===== src/rtl/dds_sweep_if.sv =====
// Handshake and data bundle between a sweep requester and dds_sweep_controller.
// The master side drives the sweep request and its configuration; the slave side returns the increment and status pulses.
interface dds_sweep_if #(
    parameter int DWELL_W = 16
);
    logic               start;
    logic               abort;
    logic               continuous;
    logic [31:0]        start_step;
    logic [31:0]        stop_step;
    logic [31:0]        delta;
    logic [DWELL_W-1:0] dwell;
    logic [31:0]        phase_step;
    logic               acc_clear;
    logic               busy;
    logic               done;
    logic               wrap;

    modport master (
        output start, abort, continuous, start_step, stop_step, delta, dwell,
        input  phase_step, acc_clear, busy, done, wrap
    );

    modport slave (
        input  start, abort, continuous, start_step, stop_step, delta, dwell,
        output phase_step, acc_clear, busy, done, wrap
    );
endinterface


===== src/rtl/dds_sweep_controller.sv =====
// Linear frequency sweep generator for a DDS phase accumulator: steps the phase
// increment from start_step towards stop_step by delta, holding each value for dwell+1 cycles.
module dds_sweep_controller #(
    parameter int DWELL_W = 16
) (
    input logic        clk,
    input logic        reset_n,
    dds_sweep_if.slave sif
);
    typedef enum logic [1:0] {
        IDLE  = 2'd0,
        DWELL = 2'd1,
        DONE  = 2'd2
    } state_t;

    state_t             state_q, state_d;
    logic [31:0]        phase_step_q, phase_step_d;
    logic [DWELL_W-1:0] cnt_q, cnt_d;
    logic [31:0]        start_q, start_d;
    logic [31:0]        stop_q, stop_d;
    logic [31:0]        delta_q, delta_d;
    logic [DWELL_W-1:0] dwell_q, dwell_d;
    logic               cont_q, cont_d;
    logic               acc_clear_q, acc_clear_d;
    logic               busy_q, busy_d;
    logic               done_q, done_d;
    logic               wrap_q, wrap_d;
    logic [32:0]        next_step;

    // The carry bit of next_step counts as overshooting stop_step, so the increment never wraps.
    assign next_step = {1'b0, phase_step_q} + {1'b0, delta_q};

    always_comb begin
        state_d      = state_q;
        phase_step_d = phase_step_q;
        cnt_d        = cnt_q;
        start_d      = start_q;
        stop_d       = stop_q;
        delta_d      = delta_q;
        dwell_d      = dwell_q;
        cont_d       = cont_q;
        acc_clear_d  = 1'b0;
        busy_d       = 1'b0;
        done_d       = 1'b0;
        wrap_d       = 1'b0;

        if (sif.abort) begin
            state_d      = IDLE;
            phase_step_d = '0;
            cnt_d        = '0;
        end else begin
            case (state_q)
                IDLE: begin
                    if (sif.start) begin
                        start_d      = sif.start_step;
                        stop_d       = sif.stop_step;
                        delta_d      = sif.delta;
                        dwell_d      = sif.dwell;
                        cont_d       = sif.continuous;
                        phase_step_d = sif.start_step;
                        cnt_d        = sif.dwell;
                        acc_clear_d  = 1'b1;
                        busy_d       = 1'b1;
                        state_d      = DWELL;
                    end
                end
                DWELL: begin
                    busy_d = 1'b1;
                    if (cnt_q != '0) begin
                        cnt_d = cnt_q - {{(DWELL_W-1){1'b0}}, 1'b1};
                    end else if (!next_step[32] && (next_step[31:0] <= stop_q)) begin
                        phase_step_d = next_step[31:0];
                        cnt_d        = dwell_q;
                    end else if (cont_q) begin
                        phase_step_d = start_q;
                        cnt_d        = dwell_q;
                        wrap_d       = 1'b1;
                        acc_clear_d  = 1'b1;
                    end else begin
                        busy_d  = 1'b0;
                        done_d  = 1'b1;
                        state_d = DONE;
                    end
                end
                DONE: begin
                    state_d = IDLE;
                end
                default: begin
                    state_d = IDLE;
                end
            endcase
        end
    end

    always_ff @(posedge clk or negedge reset_n) begin
        if (!reset_n) begin
            state_q      <= IDLE;
            phase_step_q <= '0;
            cnt_q        <= '0;
            start_q      <= '0;
            stop_q       <= '0;
            delta_q      <= '0;
            dwell_q      <= '0;
            cont_q       <= 1'b0;
            acc_clear_q  <= 1'b0;
            busy_q       <= 1'b0;
            done_q       <= 1'b0;
            wrap_q       <= 1'b0;
        end else begin
            state_q      <= state_d;
            phase_step_q <= phase_step_d;
            cnt_q        <= cnt_d;
            start_q      <= start_d;
            stop_q       <= stop_d;
            delta_q      <= delta_d;
            dwell_q      <= dwell_d;
            cont_q       <= cont_d;
            acc_clear_q  <= acc_clear_d;
            busy_q       <= busy_d;
            done_q       <= done_d;
            wrap_q       <= wrap_d;
        end
    end

    assign sif.phase_step = phase_step_q;
    assign sif.acc_clear  = acc_clear_q;
    assign sif.busy       = busy_q;
    assign sif.done       = done_q;
    assign sif.wrap       = wrap_q;
endmodule


===== src/flat_wrapper.sv =====
// flat-port wrapper written by rule: the top's interface ports become plain ports
module dds_sweep_controller_flat 
#(
    parameter int DWELL_W = 16
)
  (clk, reset_n, sif_start, sif_abort, sif_continuous, sif_start_step, sif_stop_step, sif_delta, sif_dwell, sif_phase_step, sif_acc_clear, sif_busy, sif_done, sif_wrap);
  dds_sweep_if #(.DWELL_W(DWELL_W)) sif_i ();
  input logic clk;
  input logic reset_n;
  input wire logic [$bits(sif_i.start)-1:0] sif_start;
  input wire logic [$bits(sif_i.abort)-1:0] sif_abort;
  input wire logic [$bits(sif_i.continuous)-1:0] sif_continuous;
  input wire logic [$bits(sif_i.start_step)-1:0] sif_start_step;
  input wire logic [$bits(sif_i.stop_step)-1:0] sif_stop_step;
  input wire logic [$bits(sif_i.delta)-1:0] sif_delta;
  input wire logic [$bits(sif_i.dwell)-1:0] sif_dwell;
  output wire logic [$bits(sif_i.phase_step)-1:0] sif_phase_step;
  output wire logic [$bits(sif_i.acc_clear)-1:0] sif_acc_clear;
  output wire logic [$bits(sif_i.busy)-1:0] sif_busy;
  output wire logic [$bits(sif_i.done)-1:0] sif_done;
  output wire logic [$bits(sif_i.wrap)-1:0] sif_wrap;
  assign sif_i.start = sif_start;
  assign sif_i.abort = sif_abort;
  assign sif_i.continuous = sif_continuous;
  assign sif_i.start_step = sif_start_step;
  assign sif_i.stop_step = sif_stop_step;
  assign sif_i.delta = sif_delta;
  assign sif_i.dwell = sif_dwell;
  assign sif_phase_step = sif_i.phase_step;
  assign sif_acc_clear = sif_i.acc_clear;
  assign sif_busy = sif_i.busy;
  assign sif_done = sif_i.done;
  assign sif_wrap = sif_i.wrap;
  dds_sweep_controller #(.DWELL_W(DWELL_W)) u_core (.clk(clk), .reset_n(reset_n), .sif(sif_i));
endmodule

===== config.mk =====
export PLATFORM = sky130hd
export DESIGN_NAME = dds_sweep_controller_flat
export DESIGN_NICKNAME = d
export VERILOG_FILES = /design/src/rtl/dds_sweep_if.sv /design/src/rtl/dds_sweep_controller.sv /design/src/flat_wrapper.sv
export SDC_FILE = /design/constraint.sdc
export NUM_CORES = 1
export LEC_CHECK = 0
export BUFFER_PORTS_ARGS = -buffer_cell sky130_fd_sc_hd__buf_4
export CAP_MARGIN = 30
export CORE_UTILIZATION = 30
export DETAILED_ROUTE_END_ITERATION = 6
export HOLD_SLACK_MARGIN = 0.08
export PLACE_DENSITY = 0.51
export SLEW_MARGIN = 20
export SYNTH_ARGS = -nofsm -noshare
export SYNTH_HDL_FRONTEND = slang
export SYNTH_SLANG_ARGS = --single-unit

===== constraint.sdc =====
create_clock -name clk -period 8.62 [get_ports clk]
set_input_delay 1.724 -clock clk [delete_from_list [all_inputs] [get_ports clk]]
set_output_delay 1.724 -clock clk [all_outputs]
set_load 0.02 [all_outputs]

==> run summary, run 1 <==
RSZ-0062 raised after global routing: no
FFs w/ async S/R, synth: 1.00
X dimension of the die: 184 um
Initial core utilization: 0.305
Initial antenna violation count: 1
Switching share of power: 0.397
Maximum buffer depth of the clock tree: 2
First-pass iteration count of the detailed router: 6
Number of buffers added for setup after CTS: 0
Post-synth net total: 1188
Total of cells resized after clock tree synthesis: 0
# Max-Cap Violations: 0
Number of clock buffers inserted by TritonCTS: 17
Detailed-route wire length: 28.5 mm
Switching component of the power: 0.00130 W
Final TNS setup: 0 ps
Largest net degree at the start of global routing: 68
Instance count along the most critical hold path: 1
Actual transition at the worst max-transition pin: 921 ps
Mean instance size in the synthesized netlist: 9.89 um^2
Element type at the critical path start: flip-flop
Final Hold Vio Count: 0
Via density per instance: 5.00
Hold_buf cts: 0
Required time at the endpoint of the critical path: 8960 ps
FILL cells: 3330
Cell-by-cell listing of the critical path: ha_1, and2_1, a221oi_1, a211oi_1, o41ai_1, o21ai_1, a21oi_1, xnor2_1, ha_1, and4_1, nor4b_1, nand2_1, nor3_1, o21bai_1, nand3_4, a21oi_4, a21oi_1, a311oi_1
Top flip-flop cell by instance count after synthesis: sky130_fd_sc_hd__dfrtp_1
Boundary pin count: 153
Slew Viols, Final: 0
Standby leakage power: 5.43 nW
Critical path arrival: 6780 ps
Final cell utilization of the core: 0.371
Global-route wire length before repair: 44.9 mm
Final layout net count: 1316
Detailed-route DRC error count: 0
CTS tree: done
Maximum achievable frequency: 0.155 GHz
Share of the clock period used by the worst path: 0.748
WS Path Type: flip-flop to flip-flop
Slowest CP cell: sky130_fd_sc_hd__a21oi_4
Result of the run: complete, no violations
Post-DRT Antenna Nets: 0
Overflow left after global routing: 0
Slowest stage delay, CP: 930 ps
Remaining max-slew budget at the tightest pin: 0.383
# H-tree levels: 4
Post-DR wirelength/cell: 18.0 um
Post-synth cell types: 66
Register share of total power: 0.315
Part of the power in combinational logic: 0.451
Share of total power in the clock network: 0.234
Share of the yosys chip area belonging to registers: 0.421
Half-perimeter wire length after placement: 21.0 mm
IO Port Bufs: 152
Flop and latch count out of synthesis: 167
Layout area overhead: 21.5%
Worst clock skew: 16.7 ps
Clock latency of the later-clocked register in the worst-skew pair: 440 ps
Height of the die: 184 um
R2R depth: 18
Final number of setup-violating endpoints: 0
Total power per unit cell area: 271 mW/mm^2
Number of antenna diodes: 0
Number of synthesized flops with an enable pin: 0
Std cell rows: 66
Maximum fanout count along the critical path: 36
DRT iter0 DRCs: 441
Post-synth design cell area: 0.00993 mm^2
Internal cell power: 0.00197 W
Synthesized instance count: 1004
Core Footprint: 0.0325 mm^2
Via count of the first global-routing pass: 7827
Clock net sink count: 167
Die area: 0.0338 mm^2
Clock transition at the registers of the reported paths: 70 ps
Total number of vias: 7938
Weighted congestion reported at the end of routability-driven placement: 0.894
Final Critical Period: 6450 ps
Cell at the root of the clock tree: sky130_fd_sc_hd__clkbuf_16
Fraction of layout instances using a drive strength above 1: 0.255
Class of the most critical hold timing path: flip-flop to flip-flop
Worst Setup End Kind: flip-flop
Overall routing resource usage: 0.173
Yosys warnings: 0
Worst voltage drop across the vdd grid: 0.193 mV
==> synth_stat cells (24+ instances only) <==
library cell,n,share of area
sky130_fd_sc_hd__mux2_2,81,0.092
sky130_fd_sc_hd__inv_1,48,0.018
sky130_fd_sc_hd__a211oi_1,24,0.018
sky130_fd_sc_hd__nand2_1,92,0.035
sky130_fd_sc_hd__a21oi_1,90,0.045
sky130_fd_sc_hd__nor2_1,68,0.026
sky130_fd_sc_hd__o21ai_0,52,0.026
sky130_fd_sc_hd__clkbuf_1,36,0.014
sky130_fd_sc_hd__mux2i_1,27,0.027
sky130_fd_sc_hd__dfrtp_1,167,0.42
sky130_fd_sc_hd__ha_1,66,0.083
sky130_fd_sc_hd__a22o_1,26,0.023
==> cell usage in the layout (no fill, tap or decap), types with 4 or more instances in the layout <==
| cell | netlist | final |
|---|---|---|
| sky130_fd_sc_hd__a21oi_1 | 90 | 90 |
| sky130_fd_sc_hd__nand3_1 | 17 | 17 |
| sky130_fd_sc_hd__a22o_1 | 26 | 26 |
| sky130_fd_sc_hd__nor4_1 | 4 | 4 |
| sky130_fd_sc_hd__clkbuf_16 | 0 | 17 |
| sky130_fd_sc_hd__dfrtp_1 | 167 | 167 |
| sky130_fd_sc_hd__or2_2 | 5 | 5 |
| sky130_fd_sc_hd__nand2_1 | 92 | 92 |
| sky130_fd_sc_hd__buf_4 | 5 | 159 |
| sky130_fd_sc_hd__ha_1 | 66 | 66 |
| sky130_fd_sc_hd__o211ai_1 | 10 | 10 |
| sky130_fd_sc_hd__and2_1 | 4 | 4 |
| sky130_fd_sc_hd__nand2b_1 | 10 | 10 |
| sky130_fd_sc_hd__mux2i_1 | 27 | 27 |
| sky130_fd_sc_hd__a311oi_1 | 8 | 8 |
| sky130_fd_sc_hd__o21ai_1 | 5 | 5 |
| sky130_fd_sc_hd__nor2b_1 | 7 | 5 |
| sky130_fd_sc_hd__nor2_1 | 68 | 68 |
| sky130_fd_sc_hd__a21o_1 | 7 | 7 |
| sky130_fd_sc_hd__inv_1 | 48 | 48 |
| sky130_fd_sc_hd__o41ai_1 | 4 | 4 |
| sky130_fd_sc_hd__a211oi_1 | 24 | 24 |
| sky130_fd_sc_hd__and3_1 | 7 | 7 |
| sky130_fd_sc_hd__nor3_1 | 15 | 15 |
| sky130_fd_sc_hd__o21ai_0 | 52 | 52 |
| sky130_fd_sc_hd__a31oi_1 | 9 | 9 |
| sky130_fd_sc_hd__xor2_1 | 9 | 9 |
| sky130_fd_sc_hd__nand4_1 | 11 | 11 |
| sky130_fd_sc_hd__xnor2_1 | 21 | 21 |
| sky130_fd_sc_hd__mux2_2 | 81 | 81 |
| sky130_fd_sc_hd__clkinvlp_4 | 0 | 5 |
==> worst paths after layout <==
check	startpoint	end	slack [ps]
setup / recovery	u_core.sif.phase_step[4]$_DFFE_PN0P_	u_core.cnt_q[12]$_DFFE_PN0P_	2170
hold / removal	u_core.start_q[29]$_DFFE_PN0P_	u_core.start_q[29]$_DFFE_PN0P_	500
setup reg to reg	u_core.sif.phase_step[4]$_DFFE_PN0P_	u_core.cnt_q[12]$_DFFE_PN0P_	2170
hold reg to reg	u_core.start_q[29]$_DFFE_PN0P_	u_core.start_q[29]$_DFFE_PN0P_	500
max in group asynchronous	reset_n	u_core.start_q[3]$_DFFE_PN0P_	5450
min in group asynchronous	reset_n	u_core.sif.phase_step[25]$_DFFE_PN0P_	1300
==> power by group through the flow <==
stage	registers [W]	clock network (W)	logic, W
floorplan	0.00104	0	0.00106
finish	0.00103	0.000766	0.00148
detailed placement	0.00105	0	0.00148
global route	0.00105	0.000816	0.00165
global placement	0.00104	0	0.00147
CTS	0.00103	0.000786	0.00149
==> state kept, by name (all words and copies together) (netlist names) <==
register,count
u_core.cont_q,1
u_core.sif.wrap,1
u_core.stop_q,32
u_core.state_q,2
u_core.start_q,32
u_core.sif.busy,1
u_core.dwell_q,16
u_core.sif.done,1
u_core.delta_q,32
u_core.sif.acc_clear,1
u_core.cnt_q,16
u_core.sif.phase_step,32
==> worst max-delay path: cells and delay by family, from the launching register on <==
kind | cells | cell delay [ps]
AO/OA/AOI/OAI | 9 | 3390
XOR/XNOR | 1 | 150
adder cells (fa/ha/maj) | 2 | 680
flip-flops | 1 | 400
AND/OR/NAND/NOR | 6 | 1730
==> through the flow <==
step	hold WS (ps)	total power [W]	cell area [um^2]	setup WS (ps)	instances
final	503	0.00327	12100	2170	1587
after global routing	523	0.00352	12100	1620	1587
after CTS	506	0.00331	12100	2170	1587
after detailed placement	490	0.00253	11500	2220	1555
after global placement	482	0.00251	11500	2280	1553
after floorplan	472	0.00210	9930	3800	1004
==> kinds of logic (layout without fill, tap and decap cells) <==
logic type      after synthesis  count (layout)  synth area share
fa+ha+maj                    67              67            0.0852
simple gates                253             253             0.119
flops                       167             167             0.421
buf+inv                     101             242            0.0429
compound gates              278             278             0.186
mux                         108             108             0.119
xor+xnor                     30              30            0.0265
==> area by class of cell <==
cell class | instances | area, um^2 | share of cell area
Sequential cell | 167 | 4180 | 0.347
Timing Repair Buffer | 162 | 1240 | 0.103
Clock inverter | 13 | 121 | 0.0101
Multi-Input combinational cell | 736 | 5340 | 0.443
Clock buffer | 19 | 453 | 0.0376
Inverter | 48 | 180 | 0.0149
Tap cell | 442 | 553 | 0.0459
==> per-layer routing <==
layer  routed length [um]  global-route usage  share of wire  vias to the layer above
li1                     -                   -              -                     3895
met1                13600               0.238           0.48                     3866
met2                13400               0.281           0.47                      163
met3                 1350              0.0363          0.047                       14
met4                  218              0.0333         0.0077                        0
met5                    0                   0              0                        -
Note: power is estimated with default switching activity, not from simulation.
==> run 2, diff against run 1 <==
--- a/config.mk
+++ b/config.mk
@@ -5,12 +5,13 @@
 export SDC_FILE = /design/constraint.sdc
 export NUM_CORES = 1
 export LEC_CHECK = 0
+export ABC_AREA = 1
 export BUFFER_PORTS_ARGS = -buffer_cell sky130_fd_sc_hd__buf_4
 export CAP_MARGIN = 30
 export CORE_UTILIZATION = 30
 export DETAILED_ROUTE_END_ITERATION = 6
 export HOLD_SLACK_MARGIN = 0.08
-export PLACE_DENSITY = 0.51
+export PLACE_DENSITY = 0.52
 export SLEW_MARGIN = 20
 export SYNTH_ARGS = -nofsm -noshare
 export SYNTH_HDL_FRONTEND = slang
==> constraint.sdc (replaced) <==
create_clock -name clk -period 5.6 [get_ports clk]
set_input_delay 1.12 -clock clk [delete_from_list [all_inputs] [get_ports clk]]
set_output_delay 1.12 -clock clk [all_outputs]
set_load 0.02 [all_outputs]
==> run summary, run 2 <==
Detailed-route wire length: 35.1 mm (+23%)
Weighted congestion reported at the end of routability-driven placement: 0.911 (+1.9%)
Initial antenna violation count: 0 (-1)
Post-synth top area share: 0.379 (-0.0417)
X dimension of the die: 194 um (+5.3%)
Required time at the endpoint of the critical path: 5960 ps (-3000 ps)
Total power per unit cell area: 447 mW/mm^2 (+65%)
Result of the run: complete, no violations
Number of clock buffers inserted by TritonCTS: 17 (unchanged)
Via count of the first global-routing pass: 10000 (+28%)
Overflow left after global routing: 0 (unchanged)
Final layout net count: 1876 (+43%)
Number of antenna diodes: 0 (unchanged)
Commonest cells after routing, fill and taps aside: sky130_fd_sc_hd__nand2_1 (504), sky130_fd_sc_hd__inv_1 (245), sky130_fd_sc_hd__dfrtp_1 (167)
Cells taking the most area after synthesis: sky130_fd_sc_hd__dfrtp_1 (38%), sky130_fd_sc_hd__nand2_1 (17%), sky130_fd_sc_hd__inv_1 (8.3%)
Synthesized instance count: 1563 (+56%)
Clock net sink count: 167 (unchanged)
Height of the die: 194 um (+5.3%)
Post-synth net total: 1747 (+47%)
Most frequent cell on the critical path: sky130_fd_sc_hd__nand2_1
Maximum fanout count along the critical path: 35 (-2.8%)
Final Critical Period: 4590 ps (-1860 ps)
Layout area overhead: 20.2%
Core Footprint: 0.0358 mm^2 (+10%)
Yosys warnings: 0 (unchanged)
IO Port Bufs: 152 (unchanged)
Boundary pin count: 153 (unchanged)
Post-DR wirelength/cell: 16.2 um (-9.8%)
Worst voltage drop across the vdd grid: 0.339 mV (+75%)
RSZ-0062 raised after global routing: no
Std cell rows: 69 (+4.5%)
Via density per instance: 4.70 (-6.0%)
Critical path arrival: 4940 ps (-1840 ps)
Leading cell type by number of instances after synthesis: sky130_fd_sc_hd__nand2_1
Critical path's top delay family: simple AND/OR/NAND/NOR gates
FFs w/ async S/R, synth: 1.00 (unchanged)
Worst Path Buf+Inv: 2 (+2)
Top flip-flop cell by instance count after synthesis: sky130_fd_sc_hd__dfrtp_1
Cell at the root of the clock tree: sky130_fd_sc_hd__clkbuf_16
Most common cell after layout, fill and taps aside: sky130_fd_sc_hd__nand2_1
Share of the clock period used by the worst path: 0.819 (+0.0709)
Remaining max-slew budget at the tightest pin: 0.436 (+0.0530)
Class of the most critical hold timing path: flip-flop to flip-flop
# H-tree levels: 4 (unchanged)
Number of synthesized flops with an enable pin: 0 (unchanged)
Slowest CP cell: sky130_fd_sc_hd__nand2_2
Clock latency of the later-clocked register in the worst-skew pair: 450 ps (about the same)
Slowest stage delay, CP: 610 ps (-320 ps)
Post-DRT Antenna Nets: 0 (unchanged)
DRT iter0 DRCs: 644 (+46%)
Final cell utilization of the core: 0.370 (-0.00112)
Number of buffers added for setup after CTS: 0 (unchanged)
Worst clock skew: 16.6 ps (-0.123 ps)
Post-synth design cell area: 0.0110 mm^2 (+11%)
Overall routing resource usage: 0.193 (+0.0194)
Top cells by instance count after synthesis: sky130_fd_sc_hd__nand2_1 (505), sky130_fd_sc_hd__inv_1 (245), sky130_fd_sc_hd__dfrtp_1 (167)
Final Hold Vio Count: 0 (unchanged)
Initial core utilization: 0.308 (+0.00246)
Largest net degree at the start of global routing: 88 (+29%)
Global-route wire length before repair: 56.1 mm (+25%)
Register-to-register path setup slack: 1010 ps (-1160 ps)
WS Path Type: flip-flop to flip-flop
Element type at the critical path start: flip-flop
Post-synth cell types: 46 (-30%)
Total number of vias: 10200 (+28%)
Die area: 0.0375 mm^2 (+11%)
Setup WS pre-CTS: 1030 ps (-1190 ps)
Total of cells resized after clock tree synthesis: 0 (unchanged)
Final TNS setup: 0 ps (unchanged)
First-pass iteration count of the detailed router: 5 (-1)
Hold_buf cts: 0 (unchanged)
Worst Setup End Kind: flip-flop
Area leader, netlist: sky130_fd_sc_hd__dfrtp_1
Half-perimeter wire length after placement: 26.8 mm (+28%)
Detailed-route DRC error count: 0 (unchanged)
Maximum buffer depth of the clock tree: 2 (unchanged)
Maximum achievable frequency: 0.218 GHz (+41%)
# Max-Cap Violations: 0 (unchanged)
Fraction of layout instances using a drive strength above 1: 0.146 (-0.109)
Minimum setup slack in the final design: 1010 ps (-1160 ps)
Mean instance size in the synthesized netlist: 7.05 um^2 (-29%)
Cell-by-cell listing of the critical path: ha_1, inv_1, fa_1, inv_1, nand3_1, nand3_1, nand3_1, nand3_1, nand2_1, nand3_1, nand2_1, ha_1, nand2_1, nor2_1, nand4_1, nor2_1, nand2_1, nand2_1, nand2_1, nand2_4, nand3_2, nand2_2, nand2_1, o21ai_1
Flop and latch count out of synthesis: 167 (unchanged)
Standby leakage power: 7.24 nW (+33%)
Share of the yosys chip area belonging to registers: 0.379 (-0.0417)
Actual transition at the worst max-transition pin: 845 ps (-75.2 ps)
CTS tree: done
Clock transition at the registers of the reported paths: 70 ps (about the same)
Final number of setup-violating endpoints: 0 (unchanged)
Slew Viols, Final: 0 (unchanged)
Tightest hold margin: 476 ps (-26.9 ps)
run 2: logic make-up (layout without fill, tap and decap cells):
| kind of cell | after synthesis | in the layout | share of synthesized area |
|---|---|---|---|
| flops | 167 | 167 | 0.379 |
| compound gates | 207 | 207 | 0.0996 |
| buf+inv | 303 | 445 | 0.108 |
| simple gates | 767 | 767 | 0.288 |
| mux | 32 | 32 | 0.0327 |
| fa+ha+maj | 67 | 67 | 0.0768 |
| xor+xnor | 20 | 20 | 0.0159 |
run 2: routing by layer:
metal | vias up | track usage | part of all wire
met3 | 27 | 0.0362 | 0.048
met4 | 0 | 0.0519 | 0.015
met2 | 217 | 0.299 | 0.44
met5 | - | 0 | 0
li1 | 5184 | - | -
met1 | 4754 | 0.273 | 0.49
run 2: cell type report:
class / instances / area, um^2
Clock inverter: 14 / 213
Sequential cell: 167 / 4180
Tap cell: 461 / 577
Multi-Input combinational cell: 1093 / 5660
Fill cell: 3866 / 22600
Timing Repair Buffer: 160 / 1220
Clock buffer: 18 / 439
Inverter: 253 / 950
run 2: worst paths after layout:
path                                                       from                                    end  depth (start not counted)
max reg2reg                u_core.sif.phase_step[0]$_DFFE_PN0P_  u_core.sif.phase_step[31]$_DFFE_PN0P_                         24
max in group asynchronous                               reset_n           u_core.stop_q[4]$_DFFE_PN0P_                          2
max                        u_core.sif.phase_step[0]$_DFFE_PN0P_  u_core.sif.phase_step[31]$_DFFE_PN0P_                         24
min reg2reg                         u_core.cnt_q[1]$_DFFE_PN0P_            u_core.cnt_q[1]$_DFFE_PN0P_                          2
min in group asynchronous                               reset_n         u_core.delta_q[13]$_DFFE_PN0P_                          1
min                                 u_core.cnt_q[1]$_DFFE_PN0P_            u_core.cnt_q[1]$_DFFE_PN0P_                          2
run 2: where the power goes:
| group | switching [W] | internal, W | leakage, nW |
|---|---|---|---|
| combinational | 0.00196 | 0.000998 | 4.89 |
| sequential | 0.000182 | 0.00145 | 2.03 |
| clock | 0.000562 | 0.000772 | 0.317 |
run 2: per-stage QoR:
stage	area, um^2	power, W	std cells
2_1_floorplan	11000	0.00363	1563
3_3_place_gp	12600	0.00457	2134
3_5_place_dp	12600	0.00460	2134
4_1_cts	13200	0.00596	2166
5_1_grt	13200	0.00642	2166
6_report	13200	0.00592	2166
run 2: worst reg2reg max path, cell delays in order, from the launching register on:
cell and delay [ps]:
sky130_fd_sc_hd__dfrtp_1 390, sky130_fd_sc_hd__ha_1 220, sky130_fd_sc_hd__inv_1 70, sky130_fd_sc_hd__fa_1 400, sky130_fd_sc_hd__inv_1 120, sky130_fd_sc_hd__nand3_1 80, sky130_fd_sc_hd__nand3_1 160, sky130_fd_sc_hd__nand3_1 90
sky130_fd_sc_hd__nand3_1 220, sky130_fd_sc_hd__nand2_1 150, sky130_fd_sc_hd__nand3_1 100, sky130_fd_sc_hd__nand2_1 110, sky130_fd_sc_hd__ha_1 280, sky130_fd_sc_hd__nand2_1 70, sky130_fd_sc_hd__nor2_1 130, sky130_fd_sc_hd__nand4_1 100
sky130_fd_sc_hd__nor2_1 150, sky130_fd_sc_hd__nand2_1 70, sky130_fd_sc_hd__nand2_1 50, sky130_fd_sc_hd__nand2_1 90, sky130_fd_sc_hd__nand2_4 410, sky130_fd_sc_hd__nand3_2 200, sky130_fd_sc_hd__nand2_2 610, sky130_fd_sc_hd__nand2_1 120
sky130_fd_sc_hd__o21ai_1 110
